**src/rtl/booth_seq_ctrl.sv**
```systemverilog
// Sequential signed 8x8 radix-2 Booth multiplier controller.
// Iterates one add/subtract-and-shift step per clock and hands back a 16-bit product.

module booth_step (
    input  logic [7:0] a_in,
    input  logic [7:0] q_in,
    input  logic       q1_in,
    input  logic [7:0] m_in,
    output logic [7:0] a_out,
    output logic [7:0] q_out,
    output logic       q1_out
);
    logic [7:0] sum;

    always_comb begin
        sum = a_in;
        case ({q_in[0], q1_in})
            2'b01:   sum = a_in + m_in;
            2'b10:   sum = a_in - m_in;
            default: sum = a_in;
        endcase
        a_out  = {sum[7], sum[7:1]};
        q_out  = {sum[0], q_in[7:1]};
        q1_out = q_in[0];
    end
endmodule

module booth_seq_ctrl (
    input  logic        clk,
    input  logic        reset,
    input  logic        start,
    input  logic [7:0]  multiplicand,
    input  logic [7:0]  multiplier,
    output logic        busy,
    output logic        done,
    output logic [15:0] product
);
    localparam int unsigned W    = 8;
    localparam int unsigned PW   = 2 * W;
    localparam int unsigned CW   = 3;
    localparam logic [W-1:0] MIN_NEG = 8'h80;

    typedef enum logic [1:0] {IDLE, RUN, DONE} state_t;

    state_t        state, next_state;
    logic [W-1:0]  a_reg, q_reg, m_reg;
    logic          q1_reg;
    logic [CW-1:0] cnt;
    logic [PW-1:0] prod_reg;
    logic          busy_reg, done_reg;
    // Set when both operands are -128: product is a constant, delivered one cycle later
    logic          sp_pend;

    logic [W-1:0]  a_next, q_next, m_next;
    logic          q1_next;
    logic [CW-1:0] cnt_next;
    logic [PW-1:0] prod_next;
    logic          busy_next, done_next, sp_next;

    logic [W-1:0]  step_aout, step_qout;
    logic          step_q1out;

    booth_step u_step (
        .a_in   (a_reg),
        .q_in   (q_reg),
        .q1_in  (q1_reg),
        .m_in   (m_reg),
        .a_out  (step_aout),
        .q_out  (step_qout),
        .q1_out (step_q1out)
    );

    always_ff @(posedge clk or posedge reset) begin
        if (reset) begin
            state    <= IDLE;
            a_reg    <= '0;
            q_reg    <= '0;
            q1_reg   <= 1'b0;
            m_reg    <= '0;
            cnt      <= '0;
            prod_reg <= '0;
            busy_reg <= 1'b0;
            done_reg <= 1'b0;
            sp_pend  <= 1'b0;
        end else begin
            state    <= next_state;
            a_reg    <= a_next;
            q_reg    <= q_next;
            q1_reg   <= q1_next;
            m_reg    <= m_next;
            cnt      <= cnt_next;
            prod_reg <= prod_next;
            busy_reg <= busy_next;
            done_reg <= done_next;
            sp_pend  <= sp_next;
        end
    end

    always_comb begin
        next_state = state;
        a_next     = a_reg;
        q_next     = q_reg;
        q1_next    = q1_reg;
        m_next     = m_reg;
        cnt_next   = cnt;
        prod_next  = prod_reg;
        sp_next    = 1'b0;

        case (state)
            IDLE: begin
                if (sp_pend) begin
                    prod_next  = 16'h4000;
                    next_state = DONE;
                end else if (start) begin
                    next_state = RUN;
                end
            end
            RUN: begin
                a_next   = step_aout;
                q_next   = step_qout;
                q1_next  = step_q1out;
                cnt_next = CW'(cnt + CW'(1));
                if (cnt == CW'(7)) begin
                    prod_next  = {step_aout, step_qout};
                    next_state = DONE;
                end
            end
            DONE: begin
                next_state = start ? RUN : IDLE;
            end
            default: next_state = IDLE;
        endcase

        // Operand load on accepted start; -128 is kept out of M to avoid A overflow
        if ((state == DONE || (state == IDLE && !sp_pend)) && start) begin
            a_next   = '0;
            q1_next  = 1'b0;
            cnt_next = '0;
            if (multiplicand != MIN_NEG) begin
                m_next = multiplicand;
                q_next = multiplier;
            end else if (multiplier != MIN_NEG) begin
                m_next = multiplier;
                q_next = MIN_NEG;
            end else begin
                sp_next    = 1'b1;
                next_state = IDLE;
            end
        end

        busy_next = (next_state == RUN);
        done_next = (next_state == DONE);
    end

    assign busy    = busy_reg;
    assign done    = done_reg;
    assign product = prod_reg;
endmodule
```
**config.mk**
```make
export PLATFORM = sky130hd
export DESIGN_NAME = booth_seq_ctrl
export DESIGN_NICKNAME = d
export VERILOG_FILES = /design/src/rtl/booth_seq_ctrl.sv
export SDC_FILE = /design/constraint.sdc
export NUM_CORES = 1
export LEC_CHECK = 0
export CAP_MARGIN = 20
export CORE_MARGIN = 4
export CORE_UTILIZATION = 55
export DETAILED_ROUTE_END_ITERATION = 12
export GPL_TIMING_DRIVEN = 0
export PLACE_DENSITY = 0.82
export SETUP_SLACK_MARGIN = 0.2
export SLEW_MARGIN = 20
export SYNTH_ARGS = -nofsm -noshare
export SYNTH_HDL_FRONTEND = slang
export SYNTH_HIERARCHICAL = 1
export SYNTH_SLANG_ARGS = --single-unit
```
**constraint.sdc**
```tcl
create_clock -name clk -period 5.4 [get_ports clk]
set_input_delay 1.08 -clock clk [delete_from_list [all_inputs] [get_ports clk]]
set_output_delay 1.08 -clock clk [all_outputs]
set_load 0.02 [all_outputs]
```
==> reports/qor.csv <==
metric,value,unit
cp-start-kind,register,
syn_area,2700,um^2
fin_util,69.1,%
yosys_warnings,6,
synth_seq_area_share,45.4,%
hold_viol_final,0,
post-route-min-period,2.90,ns
worstMarginPinSlew,0.576,ns
postCtsHoldBufs,0,
yosysUniqueCellTypes,42,
crit_arrival,3.14,ns
p_int,1320,uW
cts_max_path_buffers,2,
firstDrtPassIters,4,
required,5.64,ns
use_met2,34.2,%
pwr-share-seq,29.2,%
die_h,78.1,um
met3_usage,4.01,%
ys.flop_type,dfrtp_1,
htree_levels,2,
layout_common_cells,"49 x dfrtp_1, 36 x clkdlybuf4s50_1, 35 x a21oi_1",
crit_path_max_fanout,4,
r2r-end,product[15]$_DFFE_PP0P_,
p_sw_share,42.2,%
die_w,78.1,um
grt_overflow,0,
port_buffers,36,
cp-end-kind,register,
synthToLayoutAreaGrowth,21.6,%
p_leak,0.00148,uW
vias_per_cell,5.50,
clk_pin_slew,0.10,ns
async_flop_share,100,%
syn_area_per_cell,10.4,um^2
hold_path.class,reg2reg,
cts_buffers,5,
p_sw,961,uW
r2r_setup_slack,2.50,ns
ys_seq_elements,49,
cts_resized,0,
r2r_cells,13,
final_common_cell,dfrtp_1,
die_area,6100,um^2
synth_nets,291,
cts_setup_buffers,0,
antenna_found_initial,0,
drive_above_1_share,13.1,%
r2r_start,m_reg[4]$_DFFE_PP0P_,
dp.cells,364,
place.gp.congestion,0.832,
yosysTopAreaCellShare,45.4,%
grt_pass1_wl,9760,um
synth_edf_count,0,
largest_register_ffs,16,
num_vias,2045,
hold_path_end,product[11]$_DFFE_PP0P_,
grt.busiest_layer,met2,
hold_start,product[11]$_DFFE_PP0P_,
power_frac_comb,58.6,%
dr.first_iter.drc_count,131,
finClkSkew,0.00685,ns
power_frac_clock,12.2,%
rsz0062_at_grt,false,
synth_area_leaders,"dfrtp_1 45%, a21oi_1 6.5%, ha_1 5.1%, a22o_1 4.5%, nand2_1 4.4%",
yosys.area.top_type,dfrtp_1,
root_buffer,clkbuf_8,
max_freq,0.345,GHz
grt_pass1_vias,2112,
cap_violations,0,
p_per_area,693,nW/um^2
hpwl,4250,um
setup_viol,0,
num_rows,25,
grtUsageMet1,24.9,%
relSlewSlack,61.6,%
syn_inst,260,
io_pins,37,
antenna_cells,0,
wl_per_cell,15.3,um
start_util,56.8,%
tns,0,ns
whs_path_depth,1,
crit_type,reg2reg,
grt_max_degree,35,
clock_sinks,49,
clk_latency,0.31,ns
fin_cells,372,
core,4750,um^2
nets,335,
final.period_utilization,53.7,%
slew_viol_final,0,
drc_errors,0,
gr-usage-all-layers,20.0,%
wirelength,5700,um
route.antenna.remaining_nets,0,
ir_drop,0.290,mV
outcome,"finished, final reports clean",
tritoncts,built,
-- cells in the mapped netlist (4+ instances only) --
cell	n
a21oi_1	35
a21oi_2	5
a22o_1	14
buf_4	10
clkbuf_1	9
dfrtp_1	49
ha_1	11
inv_1	11
mux2i_1	10
nand2_1	32
nor2_1	6
o21ai_0	8
o2bb2ai_1	7
xnor2_1	10
xor2_1	4
-- per-stage QoR --
step	power (uW)	area (um^2)	hold WS (ns)	setup slack (ns)
after global routing	2470	3290	0.523	2.25
after detailed placement	1990	3170	0.488	2.47
after floorplan	1640	2700	0.490	2.86
final	2280	3290	0.512	2.50
after CTS	2270	3290	0.515	2.51
after global placement	1940	3150	0.471	2.25
-- per-layer routing --
| metal | routed length [um] | vias up | share of wire, % |
|---|---|---|---|
| met1 | 2590 | 985 | 45 |
| li1 | - | 995 | - |
| met4 | 120 | 0 | 2.1 |
| met5 | 0 | - | 0 |
| met3 | 236 | 12 | 4.1 |
| met2 | 2750 | 53 | 48 |
-- critical path, stage by stage (launching register included) --
cell     delay (ns)
dfrtp_1        0.45
nor4_2         0.39
a21oi_1        0.15
xnor2_1        0.15
ha_1           0.33
a21o_1         0.19
a31o_1         0.18
a21oi_2        0.11
xnor2_1        0.09
nor2_1         0.14
xor2_1         0.25
buf_4          0.15
nand2_1        0.06
o21ai_0        0.17
-- cell families after synthesis --
logic type                 synth area share, %
buffers and inverters                     7.08
xor gates and xnor gates                  4.54
DFF                                       45.4
AOI/OAI and AO/OA                         18.9
adders and majority gates                 5.83
and+or+nand+nor                           13.6
muxes                                     4.68
-- final cells by class --
| type | instances | area (um^2) |
|---|---|---|
| Clock inverter | 3 | 50.0 |
| Inverter | 11 | 41.3 |
| Tap cell | 67 | 83.8 |
| Buffer | 25 | 150 |
| Clock buffer | 5 | 68.8 |
| Fill cell | 370 | 1470 |
| Sequential cell | 49 | 1230 |
| Multi-Input combinational cell | 175 | 1280 |
| Timing Repair Buffer | 37 | 380 |
-- power groups by stage --
| stage | combinational (uW) | sequential [uW] | clock (uW) |
|---|---|---|---|
| floorplan | 928 | 712 | 0 |
| global placement | 1280 | 661 | 0 |
| detailed placement | 1320 | 666 | 0 |
| CTS | 1330 | 662 | 281 |
| global route | 1490 | 683 | 296 |
| finish | 1330 | 664 | 279 |
-- worst max-delay path by stage --
stage	startpoint	endpoint	slack, ns	cells past startpoint
after floorplan	m_reg[4]$_DFFE_PP0P_	product[15]$_DFFE_PP0P_	2.86	13
after global placement	reset	m_reg[4]$_DFFE_PP0P_	2.25	2
after detailed placement	start	q_reg[7]$_DFF_PP0_	2.47	5
after CTS	m_reg[4]$_DFFE_PP0P_	product[15]$_DFFE_PP0P_	2.51	13
after global routing	m_reg[4]$_DFFE_PP0P_	product[15]$_DFFE_PP0P_	2.25	13
final	m_reg[4]$_DFFE_PP0P_	product[15]$_DFFE_PP0P_	2.50	13
Power figures use the tool's default switching activity.
